`src/rtl/tt_um_urish_dffram.sv`:
```
// 128 x 8 flip-flop RAM with a registered, write-through read port.
// Memory contents survive reset; only the read register is cleared.
module tt_um_urish_dffram (
   input  logic       clk,
   input  logic       rst_n,
   input  logic       ena,
   input  logic [7:0] ui_in,
   input  logic [7:0] uio_in,
   output logic [7:0] uio_out,
   output logic [7:0] uio_oe,
   output logic [7:0] uo_out
);

   localparam int unsigned AW    = 7;
   localparam int unsigned DW    = 8;
   localparam int unsigned DEPTH = 1 << AW;

   logic [DW-1:0] mem_q [DEPTH];
   logic [AW-1:0] addr;
   logic          we;
   logic [DW-1:0] uo_d;
   logic [DW-1:0] uo_q;

   // Decode the packed ui_in bus into address and write enable.
   assign addr = ui_in[AW-1:0];
   assign we   = ui_in[7];

   // Next read value: hold when disabled, forward write data on a write.
   always_comb begin
      uo_d = uo_q;
      if (ena) begin
         if (we) begin
            uo_d = uio_in;
         end else begin
            uo_d = mem_q[addr];
         end
      end
   end

   // Read register clears on reset; the array is deliberately left untouched
   // and is frozen while reset is asserted.
   always_ff @(posedge clk or negedge rst_n) begin
      if (!rst_n) begin
         uo_q <= '0;
      end else begin
         uo_q <= uo_d;
         if (ena && we) begin
            mem_q[addr] <= uio_in;
         end
      end
   end

   // uio pins are inputs only.
   assign uio_out = 8'h00;
   assign uio_oe  = 8'h00;
   assign uo_out  = uo_q;

endmodule

```
`config.mk`:
```
export PLATFORM = sky130hd
export DESIGN_NAME = tt_um_urish_dffram
export DESIGN_NICKNAME = d
export VERILOG_FILES = /design/src/rtl/tt_um_urish_dffram.sv
export SDC_FILE = /design/constraint.sdc
export NUM_CORES = 1
export LEC_CHECK = 0
export BUFFER_PORTS_ARGS = -buffer_cell sky130_fd_sc_hd__buf_2
export CORE_MARGIN = 2
export CORE_UTILIZATION = 40
export CTS_CLUSTER_SIZE = 30
export DETAILED_ROUTE_END_ITERATION = 8
export SYNTH_ARGS = -nofsm -noshare
export SYNTH_HDL_FRONTEND = slang
export SYNTH_SLANG_ARGS = --single-unit
export TNS_END_PERCENT = 100
```
`constraint.sdc`:
```
create_clock -name clk -period 2.5 [get_ports clk]
set_input_delay 0.25 -clock clk [delete_from_list [all_inputs] [get_ports clk]]
set_output_delay 0.25 -clock clk [all_outputs]
set_load 0.02 [all_outputs]
```
==> flow_summary.yaml <==
cells_and_area:
  drive_gt1_share_pct: 29.5
  area_growth_pct: 20.6
  nets: 2693
  antenna_cells: 0
  post-route-cell-area_um2: 49300
logic_synthesis:
  yosysTopAreaCell: "edfxtp_1"
  synth_area_um2: 40900
  netlist_instances: 2248
  ys_seq_area_share_pct: 75.6
  synth_seq_cells: 1032
  async_flop_share_pct: 0.775
  synth_edf_count: 1024
  syn_avg_cell_area_um2: 18.2
  yosysMostFrequentCell: "edfxtp_1"
  synth_cell_types: 74
  synth_top_area_share_pct: 75.1
  synthTopCellsByArea: "edfxtp_1 75%, mux4_2 5.8%, mux2i_1 2.4%"
  synth-main-ff-cell: "edfxtp_1"
  ys_top_cells_by_count: "1024 x edfxtp_1, 152 x nor2_1, 105 x mux4_2"
  synth_warnings: 0
timing:
  relSlewSlack_pct: 44.7
  fin_crit_sh_pct: 95.0
  worstMarginPinSlew_ns: 0.820
  setup_ws_ns: 0.126
  slew_viol_final: 0
  max_freq_mhz: 421
  clock_skew_ns: 0.0278
  setup_violations: 0
  tns_ns: 0
  fin_crit_ns: 2.37
  grt_setup_unrepaired: "false"
  hold_viol: 0
  hold_slack_ns: 0.0491
power_and_ir_drop:
  peakVddDrop_mv: 0.529
  p_total_mw: 36.8
  leakage_nw: 16.5
  cellPowerDensity_nw_per_um2: 746
routing:
  avgViaCountPerCell: 5.89
  wl_per_cell_um: 29.8
  ant_nets: 0
  route.detailed.drc: 0
  dr.first_iter.drc_count: 3368
  drt_wl_total_um: 123000
  dr_total_vias: 24300
  drtPass1Iterations: 5
critical_path:
  worstPathRequired_ns: 3.06
  cp_slowest_cell: "mux2i_2"
  cpPeakStageDelay_ns: 0.41
  critPathTopFamily: "compound AO/OA/AOI/OAI gates"
  cp.arrival_ns: 2.93
  crit_type: "flop to flop"
  timing.critical_path.buf_inv: 1
  crit_chain: "mux2i_2 > o21ai_0 > a221oi_1 > buf_4 > a211oi_1 > nor4_1 > a31oi_1"
  cp-start-kind: "flop"
  endpoint_kind: "flop"
  critPathMaxFanout: 1
die:
  die_height_um: 324
  row_count: 117
  num_io_pins: 43
  dieWidth_um: 324
  core-area_um2: 102000
  start_util_pct: 40.3
  die-area_um2: 105000
clocking:
  cts_made_buffers: 102
  cts.sinks: 1032
  cts_tree: "yes"
  cts_max_level: 3
  cts-root-buf: "clkbuf_16"
  clk_pin_slew_ns: 0.06
  cts_buffer_depth: 3
  clk_latency_ns: 0.69
worst_hold_path:
  hold_path.class: "input pin to flop"
grt:
  grt_pass1_wl_um: 176000
  gr-total-overflow: 0
  antenna_found_initial: 3
  grt_max_degree: 77
  track_usage_pct: 23.6
  grt_pass1_vias: 24200
outcome:
  outcome: "finished clean"
flow_run:
  drv_cap: 0
placed_design:
  placed_area_um2: 46000
  dp_slack_ns: -0.503
  dpl.hpwl_um: 82300
  gp_congestion: 0.938
  placement.io_buffers: 26
[per-layer routing]
metal	global-route usage, %	up-vias	wire, µm	share of wire, %
met5	0	-	13	0.011
met4	7.61	2	4060	3.3
met3	4.71	236	12300	10
met2	37.2	1429	57300	47
met1	32.9	12600	49500	40
li1	-	10000	-	-
[report_power, final]
group	internal [mW]	leakage, nW	switching [mW]
Sequential	19.0	9.29	0.0496
Clock	8.73	1.61	6.54
Combinational	0.904	5.58	1.56
Total	28.7	16.5	8.16
[cell families (layout without fill, tap and decap cells)]
family	count (synthesis)	after routing	share of synthesized area (%)
flops	1032	1032	75.6
compound gates	404	404	7.46
simple gates	354	354	3.91
mux	278	278	10.5
buf+inv	179	676	2.46
other cells	1	16	0.00916
[cells in the final DEF (no fill, tap or decap), drive strengths merged, types with 19 or more instances in the layout]
cell type,Yosys,final
buf,114,472
mux2i,100,100
edfxtp,1024,1024
clkbuf,56,122
a221o,28,28
a21oi,49,49
a22oi,59,59
mux4,113,113
nand2,95,95
nor2,155,155
clkinv,0,48
a221oi,71,71
mux2,65,65
o21ai,49,49
o2bb2ai,20,20
nand3,19,19
[final timing paths]
check,from,to,slack [ns],depth (start not counted)
min in group asynchronous,rst_n,uo_out[6],0.76,3
worst min-delay path,uio_in[4],mem_q[12][4],0.05,1
worst min register to register,uo_out[2],uo_out[2],0.73,2
worst max register to register,mem_q[120][0],uo_out[0],0.13,7
max in group asynchronous,rst_n,uo_out[4],1.36,3
worst max-delay path,mem_q[120][0],uo_out[0],0.13,7
[sequential cells by signal, summed over array words and instances, names as in the netlist]
signal / flops
mem_q: 1024
uo_out: 8
[per-stage QoR]
| step | cells | util [%] |
|---|---|---|
| 2_1_floorplan | 2263 | - |
| 3_3_place_gp | 3933 | 45.2 |
| 6_report | 4128 | 48.6 |
| 5_1_grt | 4128 | 48.6 |
| 4_1_cts | 4128 | 48.6 |
| 3_5_place_dp | 3933 | 45.2 |
[layout make-up]
class	instances	area [µm²]
clock buffer	122	2650
sequential	1032	30900
inverter	9	33.8
timing repair buffer	477	4280
multi-input combinational	1052	9050
clock inverter	68	684
fill	8448	52200
tap	1368	1710
[timing repair]
| action | in CTS | in global routing |
|---|---|---|
| pin swaps | 0 | 0 |
| setup buffers | 0 | 0 |
| gates cloned | 0 | 0 |
| setup endpoints to repair | 1 | 2 |
| hold buffers | 5 | 0 |
| endpoints found under the hold margin | 27 | 0 |
| resized for setup | 1 | 3 |
(Power assumes the default switching activity.)
